File: config.mk
export PLATFORM = sky130hd
export DESIGN_NAME = decode_stage
export DESIGN_NICKNAME = d
export VERILOG_FILES = /design/src/rtl/cpu_pkg.sv /design/src/rtl/instr_decoder.sv /design/src/rtl/decode_stage.sv
export SDC_FILE = /design/constraint.sdc
export NUM_CORES = 1
export LEC_CHECK = 0
export CORE_UTILIZATION = 36
export CTS_CLUSTER_DIAMETER = 40
export DETAILED_ROUTE_END_ITERATION = 7
export PLACE_DENSITY = 0.73
export RECOVER_POWER = 100
export SYNTH_ARGS = -nofsm -noshare
export SYNTH_HDL_FRONTEND = slang
export SYNTH_SLANG_ARGS = --single-unit
File: constraint.sdc
create_clock -name clk -period 2.2 [get_ports clk]
set_input_delay 0.44 -clock clk [delete_from_list [all_inputs] [get_ports clk]]
set_output_delay 0.44 -clock clk [all_outputs]
set_load 0.005 [all_outputs]
File: src/rtl/cpu_pkg.sv
// cpu_pkg: shared CPU definitions used by the decode stage.
//   opcode_e  - 5-bit opcode encoding
//   *_MSB/LSB - instruction field positions inside a 16-bit IR
//   LINK_REG  - register written with the return address by CALL/CALLR
//   is_writer - true for opcodes that write a destination register
package cpu_pkg;

   typedef enum logic [4:0] {
      OP_NOP   = 5'h00,
      OP_ADD   = 5'h01,
      OP_SUB   = 5'h02,
      OP_AND   = 5'h03,
      OP_OR    = 5'h04,
      OP_LD    = 5'h05,
      OP_ST    = 5'h06,
      OP_MVI   = 5'h07,
      OP_J     = 5'h08,
      OP_JR    = 5'h09,
      OP_CALL  = 5'h0A,
      OP_CALLR = 5'h0B
   } opcode_e;

   localparam int OP_MSB    = 15;
   localparam int OP_LSB    = 11;
   localparam int RX_MSB    = 10;
   localparam int RX_LSB    = 8;
   localparam int RY_MSB    = 7;
   localparam int RY_LSB    = 5;
   localparam int IMM11_MSB = 10;
   localparam int IMM8_MSB  = 7;

   localparam int LINK_REG  = 7;

   function automatic logic is_writer(input logic [4:0] op);
      case (op)
         OP_ADD, OP_SUB, OP_AND, OP_OR, OP_LD, OP_MVI, OP_CALL, OP_CALLR: return 1'b1;
         default: return 1'b0;
      endcase
   endfunction

endpackage

File: src/rtl/instr_decoder.sv
// instr_decoder: purely combinational field extraction and classification
// of one instruction word.
//   ir        in  - instruction word
//   op/rx/ry  out - opcode and register fields
//   imm8/11   out - sign-extended immediates (DW bits)
//   uses_rx/uses_ry - rx/ry are read as sources
//   writes_rx - instruction writes a register
//   is_sjump/is_rjump - immediate / register-target control transfer
//   issues_ex - instruction produces an operation for execute
//   illegal   - undefined opcode (treated as NOP)
module instr_decoder
   import cpu_pkg::*;
#(
   parameter int IW = 16,
   parameter int DW = 16,
   parameter int RW = 3
) (
   input  logic               [IW-1:0] ir,
   output logic               [4:0]    op,
   output logic               [RW-1:0] rx,
   output logic               [RW-1:0] ry,
   output logic signed        [DW-1:0] imm8,
   output logic signed        [DW-1:0] imm11,
   output logic                        uses_rx,
   output logic                        uses_ry,
   output logic                        writes_rx,
   output logic                        is_sjump,
   output logic                        is_rjump,
   output logic                        issues_ex,
   output logic                        illegal
);

   logic signed [IMM8_MSB:0]  imm8_raw;
   logic signed [IMM11_MSB:0] imm11_raw;

   assign op        = ir[OP_MSB:OP_LSB];
   assign rx        = ir[RX_MSB:RX_LSB];
   assign ry        = ir[RY_MSB:RY_LSB];
   assign imm8_raw  = ir[IMM8_MSB:0];
   assign imm11_raw = ir[IMM11_MSB:0];
   // Signed size casts replicate the sign bit.
   assign imm8      = DW'(imm8_raw);
   assign imm11     = DW'(imm11_raw);
   assign writes_rx = is_writer(op);

   always_comb begin
      uses_rx   = 1'b0;
      uses_ry   = 1'b0;
      is_sjump  = 1'b0;
      is_rjump  = 1'b0;
      issues_ex = 1'b0;
      illegal   = 1'b0;
      case (op)
         OP_NOP: ;
         OP_ADD, OP_SUB, OP_AND, OP_OR, OP_ST: begin
            uses_rx   = 1'b1;
            uses_ry   = 1'b1;
            issues_ex = 1'b1;
         end
         OP_LD: begin
            uses_ry   = 1'b1;
            issues_ex = 1'b1;
         end
         OP_MVI:   issues_ex = 1'b1;
         OP_J:     is_sjump  = 1'b1;
         OP_JR: begin
            uses_rx  = 1'b1;
            is_rjump = 1'b1;
         end
         OP_CALL: begin
            is_sjump  = 1'b1;
            issues_ex = 1'b1;
         end
         OP_CALLR: begin
            uses_rx   = 1'b1;
            is_rjump  = 1'b1;
            issues_ex = 1'b1;
         end
         default:  illegal = 1'b1;
      endcase
   end

endmodule

File: src/rtl/decode_stage.sv
// decode_stage: decode stage between fetch and execute.
//   clk, reset (sync, active-low)
//   ld_pc_dc/ld_ir_dc, pc_in, ir_in  - instruction offered by fetch
//   ex_ready                         - execute accepts the EX register
//   r_jump/s_jump, jmp_imm, jmp_reg  - jump requests back to fetch
//   dc_stall                         - DC instruction cannot advance
//   ex_valid, ex_op/rx/ry/imm/pc     - EX register toward execute
//   illegal                          - pulse when an undefined opcode advances
//   bubble_cnt                       - saturating count of hazard bubbles
module decode_stage
   import cpu_pkg::*;
#(
   parameter int IW = 16,
   parameter int DW = 16,
   parameter int RW = 3
) (
   input  logic          clk,
   input  logic          reset,
   input  logic          ld_pc_dc,
   input  logic          ld_ir_dc,
   input  logic [DW-1:0] pc_in,
   input  logic [IW-1:0] ir_in,
   input  logic          ex_ready,
   output logic          r_jump,
   output logic          s_jump,
   output logic [DW-1:0] jmp_imm,
   output logic [RW-1:0] jmp_reg,
   output logic          dc_stall,
   output logic          ex_valid,
   output logic [4:0]    ex_op,
   output logic [RW-1:0] ex_rx,
   output logic [RW-1:0] ex_ry,
   output logic [DW-1:0] ex_imm,
   output logic [DW-1:0] ex_pc,
   output logic          illegal,
   output logic [15:0]   bubble_cnt
);

   // DC register (stage p0)
   logic          vld_p0;
   logic [DW-1:0] pc_p0;
   logic [IW-1:0] ir_p0;
   // Writer flag of the EX operation, kept alongside the EX register.
   logic          ex_writes;

   logic [4:0]           d_op;
   logic [RW-1:0]        d_rx, d_ry;
   logic signed [DW-1:0] d_imm8, d_imm11;
   logic d_uses_rx, d_uses_ry, d_writes_rx, d_is_sjump, d_is_rjump;
   logic d_issues_ex, d_illegal;

   logic          ld_use, jr_dep, hazard, ex_open, advance, is_call;
   logic [RW-1:0] ex_rx_nxt;
   logic [DW-1:0] ex_imm_nxt;

   // Fetch always raises ld_pc_dc together with ld_ir_dc, so the IR strobe
   // alone qualifies the capture.
   logic unused_ld_pc;
   assign unused_ld_pc = ld_pc_dc;

   instr_decoder #(.IW(IW), .DW(DW), .RW(RW)) u_dec (
      .ir        (ir_p0),
      .op        (d_op),
      .rx        (d_rx),
      .ry        (d_ry),
      .imm8      (d_imm8),
      .imm11     (d_imm11),
      .uses_rx   (d_uses_rx),
      .uses_ry   (d_uses_ry),
      .writes_rx (d_writes_rx),
      .is_sjump  (d_is_sjump),
      .is_rjump  (d_is_rjump),
      .issues_ex (d_issues_ex),
      .illegal   (d_illegal)
   );

   always_comb begin
      ld_use = (ex_op == OP_LD) &&
               ((d_uses_rx && (d_rx == ex_rx)) || (d_uses_ry && (d_ry == ex_rx)));
      // Register jumps read rx in DC, so any in-flight writer of rx blocks them;
      // ex_rx already holds the link register for calls.
      jr_dep = d_is_rjump && ex_writes && (ex_rx == d_rx);
      hazard = vld_p0 && ex_valid && (ld_use || jr_dep);
   end

   assign ex_open  = !ex_valid || ex_ready;
   assign advance  = vld_p0 && !hazard && ex_open;
   assign dc_stall = vld_p0 && !advance;
   assign s_jump   = advance && d_is_sjump;
   assign r_jump   = advance && d_is_rjump;
   assign jmp_imm  = d_imm11;
   assign jmp_reg  = d_rx;

   assign is_call   = (d_op == OP_CALL) || (d_op == OP_CALLR);
   assign ex_rx_nxt = is_call ? RW'(LINK_REG) : d_rx;

   always_comb begin
      ex_imm_nxt = '0;
      if (d_op == OP_MVI) ex_imm_nxt = d_imm8;
      else if (is_call)   ex_imm_nxt = pc_p0 + DW'(1);
   end

   always_ff @(posedge clk) begin
      if (!reset) begin
         vld_p0     <= 1'b0;
         pc_p0      <= '0;
         ir_p0      <= '0;
         ex_valid   <= 1'b0;
         ex_writes  <= 1'b0;
         ex_op      <= '0;
         ex_rx      <= '0;
         ex_ry      <= '0;
         ex_imm     <= '0;
         ex_pc      <= '0;
         illegal    <= 1'b0;
         bubble_cnt <= '0;
      end else begin
         // DC slot: refill when empty or advancing; a jump squashes the wrong path.
         if (!vld_p0 || advance) begin
            if (s_jump || r_jump) begin
               vld_p0 <= 1'b0;
            end else if (ld_ir_dc) begin
               vld_p0 <= 1'b1;
               pc_p0  <= pc_in;
               ir_p0  <= ir_in;
            end else begin
               vld_p0 <= 1'b0;
            end
         end
         // EX register (stage p1)
         if (ex_open) begin
            ex_valid  <= advance && d_issues_ex;
            ex_writes <= d_writes_rx;
            ex_op     <= d_op;
            ex_rx     <= ex_rx_nxt;
            ex_ry     <= d_ry;
            ex_imm    <= ex_imm_nxt;
            ex_pc     <= pc_p0;
         end
         illegal <= advance && d_illegal;
         if (hazard && ex_open && (bubble_cnt != 16'hFFFF))
            bubble_cnt <= bubble_cnt + 16'd1;
      end
   end

endmodule

==> impl_metrics.py <==
metrics = {
    "floorplan": {
        "start_util_pct": 37.1,
        "die_h_um": 111,
        "ios": 120,
        "rows": 39,
        "core_mm2": 0.0115,
        "die_area_mm2": 0.0123,
        "dieWidth_um": 111,
    },
    "synth": {
        "synth_edf_count": 0,
        "ys_ff_latch": 96,
        "avgSynthCellArea_um2": 7.89,
        "synthCells": 540,
        "yosys_warnings": 0,
        "syn-num-nets": 579,
        "synth_top_cell_area_share_pct": 45.1,
        "synthTopCellsByCount": "110 x nand2_1, 96 x dfxtp_1, 53 x o21ai_0",
        "ys_types": 46,
        "synth_top_area_cell": "dfxtp_1",
        "synthFlopType": "dfxtp_1",
        "async_flop_share_pct": 0,
        "seq_area_frac_synth_pct": 45.1,
        "syn_area_mm2": 0.00426,
        "synth.area.top_cells": "dfxtp_1 45%, nand2_1 9.7%, o21ai_0 6.2%, a21oi_1 6.0%, nand3_1 5.4%",
        "post-synth-top-count-cell": "nand2_1",
    },
    "clocking": {
        "cts_made_buffers": 9,
        "clock_sinks": 96,
        "cts_root_buf": "clkbuf_16",
        "cts_buffer_depth": 2,
        "cts_tree": "done",
        "clk_latency_ns": 0.34,
        "cts_htree_levels": 3,
        "path_clk_slew_ns": 0.07,
    },
    "global_route": {
        "grt_first_pass_wirelength_um": 19700,
        "grt_max_degree": 61,
        "antenna_found_initial": 0,
        "grtUsageMet1_pct": 24.8,
        "top_usage_layer": "met2",
        "track_usage_pct": 19.6,
        "grt_overflow_total": 0,
        "use_met2_pct": 32.5,
        "grt_pass1_vias": 4045,
        "grt_use_met3_pct": 5.08,
    },
    "setup_path": {
        "reg2reg_depth": 9,
        "path_class": "flip-flop to output pin",
        "cp-start-kind": "flip-flop",
        "critPathArrivalTime_ns": 1.95,
        "cp_max_fo": 3,
        "crit_path_end_kind": "output pin",
        "worstPathRequired_ns": 1.76,
    },
    "pwr": {
        "peakVddDrop_v": 0.000454,
        "p_clk_share_pct": 41.9,
        "power_switching_mw": 1.09,
        "p_leak_nw": 2.52,
        "intPower_mw": 3.29,
        "combPwrFrac_pct": 14.2,
        "p_sw_share_pct": 24.9,
        "power_frac_seq_pct": 43.9,
        "p_per_area_mw_per_mm2": 705,
    },
    "job": {
        "cap_violations": 0,
    },
    "drt": {
        "drt_first_pass_iters": 5,
        "wire_per_inst_um": 14.7,
        "dr_total_vias": 4276,
        "antenna_left": 0,
        "drtIter0Drc": 321,
        "drc_errors": 0,
        "wl_um": 12100,
        "via_per_inst": 5.18,
    },
    "timing": {
        "fmax_mhz": 418,
        "rsz0062_at_grt": "true",
        "setup_viol": 3,
        "period_share_pct": 109,
        "fin_skew_ns": 0.00703,
        "tightest_slew_ns": 0.548,
        "maxSlewHeadroom_pct": 63.4,
        "slew_violations": 0,
        "period_needed_ns": 2.39,
        "worst_hold_slack_ns": 0.450,
        "worst_slack_ns": -0.193,
        "hold_violations": 0,
    },
    "placement": {
        "hpwl_um": 8470,
        "portBuffers": 118,
        "gp_congestion": 0.877,
    },
    "outcome": {
        "failed_checks": "setup timing",
        "status": "finished, violations left",
    },
    "final_layout": {
        "antenna_cells": 0,
        "postLayoutCoreUtil_pct": 54.1,
        "multi_input_area_mm2": 0.00215,
        "seqCellArea_mm2": 0.00193,
        "final_nets": 716,
        "area_delta_synth_final_pct": 45.8,
        "layout-drive-gt1-share_pct": 12.2,
        "n_fill_cell": 1068,
    },
    "min_path": {
        "min_path_type": "flip-flop to flip-flop",
        "whs_path_depth": 2,
    },
}
per-stage QoR:
stage / TNS (ns) / worst slack [ns] / cell area [um2] / power, mW / std cells
floorplan: 0 / 0.222 / 4260 / 2.23 / 540
global placement: -7.41 / -0.267 / 5810 / 2.58 / 805
detailed placement: -9.22 / -0.282 / 5810 / 2.60 / 805
CTS: -0.404 / -0.140 / 6200 / 4.44 / 824
global route: -1.44 / -0.293 / 6210 / 4.56 / 825
finish: -0.525 / -0.193 / 6210 / 4.38 / 825
flip-flops by register name, summed over array words and instances, names as in the netlist, named ones only:
| signal | cells |
|---|---|
| bubble_cnt | 16 |
| ex_imm | 16 |
| ex_op | 5 |
| ex_pc | 16 |
| ex_rx | 3 |
| ex_ry | 3 |
| ex_valid | 1 |
| ex_writes | 1 |
| illegal | 1 |
| ir_p0 | 16 |
| pc_p0 | 16 |
| vld_p0 | 1 |
worst max-delay path, cell delays in order, from the launching register on:
cell and delay (ns):
dfxtp_1 0.32, nand4bb_1 0.21, nor3_2 0.15, buf_4 0.15
nand4_1 0.12, o21a_1 0.17, and3b_2 0.25, and2_4 0.14
buf_6 0.10
what timing repair did:
item / in CTS / in global routing
pin swaps: 6 / 4
hold buffers: 0 / 0
buffers inserted: 4 / 2
gates resized for setup: 21 / 8
endpoints found under the setup margin: 3 / 47
worst paths after layout:
kind / from / to / slack [ns]
setup / recovery: ex_op[1]$_SDFFE_PN0N_ / r_jump / -0.19
hold / removal: ex_pc[15]$_SDFFE_PN0N_ / ex_pc[15]$_SDFFE_PN0N_ / 0.45
setup reg to reg: ex_op[1]$_SDFFE_PN0N_ / bubble_cnt[3]$_SDFFE_PN0P_ / 0.09
hold reg to reg: ex_pc[15]$_SDFFE_PN0N_ / ex_pc[15]$_SDFFE_PN0N_ / 0.45
cells by family (layout without fill, tap and decap cells):
| group | count (synthesis) | after routing | synth area share (%) |
|---|---|---|---|
| adders and majority gates | 2 | 2 | 0.587 |
| xor gates and xnor gates | 20 | 20 | 4.11 |
| buffers and inverters | 52 | 194 | 5.82 |
| and+or+nand+nor | 237 | 237 | 26.1 |
| DFF | 96 | 96 | 45.1 |
| AOI/OAI and AO/OA | 127 | 127 | 16.8 |
| muxes | 6 | 6 | 1.41 |
cell usage in the layout, fill, tap and decap left out, types with 2 or more instances in the layout:
master and instances:
nand2_1 110, dfxtp_1 93, dlygate4sd3_1 74, o21ai_0 53
a21oi_1 51, nand3_1 46, clkdlybuf4s50_1 40, buf_4 39
nor2_1 21, xnor2_1 12, nor3_1 10, nand4_1 9
or3_1 9, clkbuf_16 9, xor2_1 8, clkbuf_1 7
mux2i_1 6, a221oi_1 6, inv_1 5, nand2b_1 5
and4_1 3, and3_1 3, o31ai_1 3, bufinv_16 3
buf_2 3, dfxtp_2 3, buf_6 3, o21bai_1 2
nor2b_4 2, nand3b_1 2, o211ai_1 2, o211a_1 2
or4_1 2, ha_1 2, inv_6 2, buf_12 2
clkbuf_2 2
power groups by stage:
stage / Combinational, mW / Sequential, mW / Clock (mW)
after detailed placement: 0.639 / 1.96 / 0
after global placement: 0.624 / 1.95 / 0
after floorplan: 0.278 / 1.95 / 0
final: 0.621 / 1.92 / 1.84
after global routing: 0.681 / 1.93 / 1.95
after CTS: 0.647 / 1.92 / 1.87
cell type report:
class                   count  share of cell area (%)
clock buffers               9                    3.63
well taps                 143                    2.88
flip-flops and latches     96                    31.0
inverters                   6                   0.363
clock inverters             7                    2.00
multi-input cells         392                    34.6
repair buffers            172                    25.5
per-layer routing:
layer / routed length [um] / vias up
li1: - / 2135
met1: 5430 / 1964
met2: 5720 / 160
met3: 786 / 17
met4: 183 / 0
met5: 0 / -
No activity file was read; power rests on OpenSTA's default activity.
==> patch 1, RTL diff (config.mk and constraints unchanged) <==
Register the output `bubble_cnt` once more, with the module's reset; this adds one clock of latency there. The other outputs are not delayed to match.
--- a/src/rtl/decode_stage.sv
+++ b/src/rtl/decode_stage.sv
@@ -37,2 +37,4 @@
 );
+
+   logic [15:0] bubble_cnt_s0;
 
@@ -115,3 +117,3 @@
          illegal    <= 1'b0;
-         bubble_cnt <= '0;
+         bubble_cnt_s0 <= '0;
       end else begin
@@ -140,4 +142,12 @@
          illegal <= advance && d_illegal;
-         if (hazard && ex_open && (bubble_cnt != 16'hFFFF))
-            bubble_cnt <= bubble_cnt + 16'd1;
+         if (hazard && ex_open && (bubble_cnt_s0 != 16'hFFFF))
+            bubble_cnt_s0 <= bubble_cnt_s0 + 16'd1;
+      end
+   end
+
+   always_ff @(posedge clk) begin
+      if (!reset) begin
+         bubble_cnt <= '0;
+      end else begin
+         bubble_cnt <= bubble_cnt_s0;
       end
Check against the original RTL: not equivalent (a bounded check fails within 4 cycles, from zero or initial values and one cycle with reset low).
==> patch 1 against the original RTL <==
  * The run still ends with setup timing left
  * Routed wire length grew 8.6%
  * Power increased by 4.2%
  * Final area rose by 14%
  * First-iteration DRC count down 39%
  * Combinational power fell by 3%
  * Sequential cell count grew 16
  * Area after synthesis increased by 15%
  * Worst setup slack gained 0.081 ns
  * Clock power down 4%
  * Count of clock-buffer cells in the layout up 3
  * Highest routed layer unchanged
==> patch 1: results (changes against the original RTL) <==
- Status: finished with violations
- Failing checks: setup timing
- Signal inverters: 7 (+1)
- Synth Area in Compound Gates: 11.1% (-5.7 points)
- Fin nets: 743 (+3.8%)
- WP data arrival: 1.87 ns (-0.08 ns)
- VDD IR max: 0.330 mV (-27%)
- Gr usage total: 18.6% (-0.92 points)
- Met2 WL: 6.39 mm (+12%)
- Syn Nets: 604 (+4.3%)
- Met2 GRT Util: 30.9% (-1.6 points)
- Power per Cell Area: 647 nW/um^2 (-8.3%)
- Detailed Route Iter0 Violations: 196 (-39%)
- Sequential area share after synthesis: 45.9% (+0.74 points)
- Final setup violation count: 12 (+9)
- Met1 global-route usage: 22.9% (-1.9 points)
- Mux share of post-synthesis cell area: 9.01% (+7.6 points)
- XOR/XNOR Fraction of Synth Area: 3.58% (-0.53 points)
- Top cells by count, synth: 141 x nand2_1, 112 x dfxtp_1, 35 x mux2i_1
- Critical path startpoint: ir_p0[12]$_SDFFE_PN0N_
- R2r setup slk: -0.10 ns (-0.19 ns)
- Combinational cell power: 0.605 mW (-3%)
- Min setup slack post-route: -0.112 ns (+0.0808 ns)
- Routed wl met3: 539 um (-31%)
- Signal buf overhead: 22.6% (-2.8 points)
- Clk pwr share: 38.6% (-3.3 points)
==> patch 1: cell count changes in the layout (fill, tap and decap cells not counted), moves of 8 or more <==
cell,delta
a21boi_0,+25
a21oi_1,-37
and2_0,+12
dfxtp_1,+13
mux2_4,+8
mux2i_1,+28
nand2_1,+30
nand3_1,-34
nor2b_1,+8
nor3b_1,+8
o21ai_0,-33
==> patch 1: through the flow <==
| step | std cells | TNS [ns] | setup slack, ns | utilization, % |
|---|---|---|---|---|
| 2_1_floorplan | 565 | 0 | 0.140 | - |
| 3_3_place_gp | 857 | -2.16 | -0.257 | 48.6 |
| 3_5_place_dp | 857 | -3.11 | -0.313 | 48.6 |
| 4_1_cts | 880 | -0.391 | -0.151 | 52.7 |
| 5_1_grt | 885 | -5.00 | -0.181 | 53.3 |
| 6_report | 885 | -0.613 | -0.112 | 53.3 |
==> patch 1: logic make-up after synthesis <==
group	after synthesis
buf+inv	52
flops	112
compound gates	83
fa+ha+maj	2
mux	43
simple gates	253
xor+xnor	20
==> patch 2, RTL diff (same flow settings) <==
Made on the original files. `DW` is set to 16 in 2 places; all go to 32.
--- a/src/rtl/instr_decoder.sv
+++ b/src/rtl/instr_decoder.sv
@@ -14,3 +14,3 @@
    parameter int IW = 16,
-   parameter int DW = 16,
+   parameter int DW = 32,
    parameter int RW = 3
--- a/src/rtl/decode_stage.sv
+++ b/src/rtl/decode_stage.sv
@@ -13,3 +13,3 @@
    parameter int IW = 16,
-   parameter int DW = 16,
+   parameter int DW = 32,
    parameter int RW = 3
Ports: changed (resized ex_imm, ex_pc, jmp_imm and pc_in); port bits go from 120 to 184. The function was not compared with the original's and may differ.
==> patch 2 against the original RTL <==
  * The flow still finishes with violations (setup timing)
  * Area after synthesis grew 52%
  * Sequential power increased by 46%
  * Final cell count rose by 55%
  * Sequential cell count grew 48
  * Sequential share of layout area decreased by 2.4 points
  * Worst setup slack lost 0.29 ns
  * Final area increased by 63%
  * Power up 54%
  * Non-clock buffer count rose by 114
  * Routed wire length is 83% higher
  * Global-route usage up 1.9 points
  * Critical endpoint is now s_jump
  * Largest power group is now the clock network
  * Highest routed layer unchanged
==> patch 2: results (changes against the original RTL) <==
- Min setup slack post-route: -0.480 ns (-0.287 ns)
- Setup TNS: -6.82 ns (-6.30 ns)
- Gr usage total: 21.5% (+1.9 points)
- Unique masters post-synth: 52 (+13%)
- VDD IR max: 0.549 mV (+21%)
- IO Port Bufs: 182 (+54%)
- Share of layout cells above drive strength 1: 18.1% (+6.0 points)
- Met2 GRT Util: 34.5% (+1.9 points)
- Type of the most critical hold path: in -> reg
- Status: finished with violations
- Num CTS Buffers: 17 (+8)
- DR WL/cell: 17.3 um (+18%)
- Met1 global-route usage: 26.6% (+1.7 points)
- Failing checks: setup timing
- Crit path max fanout: 2 (-1)
- Crit path max-delay cell type: or3_4
- Final setup violation count: 33 (+30)
- Worst-Margin Slew: 0.912 ns (+0.364 ns)
- Vias per cell: 5.30 (+2.3%)
- Top cells by count, synth: 170 x nand2_1, 144 x dfxtp_1, 79 x o21ai_0
- Fin nets: 1,095 (+53%)
- NetSw: 1.60 mW (+47%)
- DR vias: 6,778 (+59%)
- Syn Nets: 879 (+52%)
- Ranking of synthesized cells by area: dfxtp_1 45%, nand2_1 9.9%, o21ai_0 6.1%
- Clk_lat worst skew: 0.42 ns (+0.08 ns)
- Met3 usage: 5.89% (+0.81 points)
- Syn avg cell area: 7.85 um^2 (-0.52%)
- Leakage: 4.05 nW (+61%)
- Clk_skew: 0.00946 ns (+0.00243 ns)
## patch 2: changes by cell type in the layout (fill, tap and decap cells not counted), moves of 14 or more
cell,unedited run,this run
a21oi_1,51,70
buf_4,39,70
buf_6,3,17
clkbuf_16,9,23
clkdlybuf4s50_1,40,93
dfxtp_1,93,139
nand2_1,110,169
nand3_1,46,71
o21ai_1,0,32
xor2_1,8,22
## patch 2: final timing paths
check                          from                endpoint  cells past startpoint
max           ex_op[3]$_SDFFE_PN0N_                  s_jump                      8
min                           reset   ex_rx[2]$_SDFFE_PN0N_                      3
max reg2reg   ex_op[3]$_SDFFE_PN0N_     vld_p0$_SDFFE_PN0N_                     17
min reg2reg  ex_pc[28]$_SDFFE_PN0N_  ex_pc[28]$_SDFFE_PN0N_                      2
## patch 2: per-stage QoR
step / setup slack (ns) / area (um^2) / hold WS [ns]
after floorplan: 0.112 / 6470 / 0.448
after global placement: -0.218 / 8710 / 0.439
after CTS: -0.458 / 9520 / 0.376
after detailed placement: -0.268 / 8710 / 0.445
after global routing: -0.564 / 10100 / 0.429
final: -0.480 / 10100 / 0.433
## patch 2: cells by family (layout without fill, tap and decap cells)
logic type,after synthesis,count (layout),share of synthesized area [%]
AO/OA/AOI/OAI,196,197,17.1
buffers and inverters,98,326,7.43
AND/OR/NAND/NOR,344,344,25.0
XOR/XNOR,36,36,4.88
adder cells (fa/ha/maj),2,2,0.387
multiplexers,4,4,0.639
flip-flops,144,144,44.6
## patch 2: routing by layer
metal / vias to the layer above / part of all wire, %
li1: 3280 / -
met1: 3174 / 41
met2: 276 / 48
met3: 48 / 7.5
met4: 0 / 2.8
met5: - / 0
## patch 2: layout make-up
class,instances,area (um^2)
fillers,1471,7310
inverters,8,30.0
clock inverters,14,213
repair buffers,286,2840
clock buffers,18,429
multi-input cells,583,3420
flip-flops and latches,144,2890
well taps,225,282
## patch 2: worst register-to-register path: stages, from the launching register on
cell	delay [ns]
dfxtp_1	0.31
nand4bb_4	0.23
or3_4	0.36
o21a_1	0.25
o211ai_1	0.23
buf_4	0.16
buf_6	0.09
buf_6	0.08
buf_6	0.08
buf_6	0.08
buf_6	0.08
buf_6	0.08
buf_6	0.09
buf_6	0.08
buf_6	0.08
buf_6	0.08
a32oi_1	0.10
nor2_1	0.14
## patch 2: what timing repair did
item	in CTS	in global routing
hold endpoints to repair	0	0
setup buffers	17	14
cloned	0	11
setup endpoints to repair	13	68
gates resized for setup	30	85
pin swaps	10	21
hold buffers	0	0
## patch 2: power by group through the flow
stage	registers [mW]	clock network, mW	logic [mW]
6_report	2.80	3.15	0.804
2_1_floorplan	2.85	0	0.312
4_1_cts	2.80	3.20	0.729
5_1_grt	2.82	3.31	0.867
3_5_place_dp	2.86	0	0.697
3_3_place_gp	2.85	0	0.689
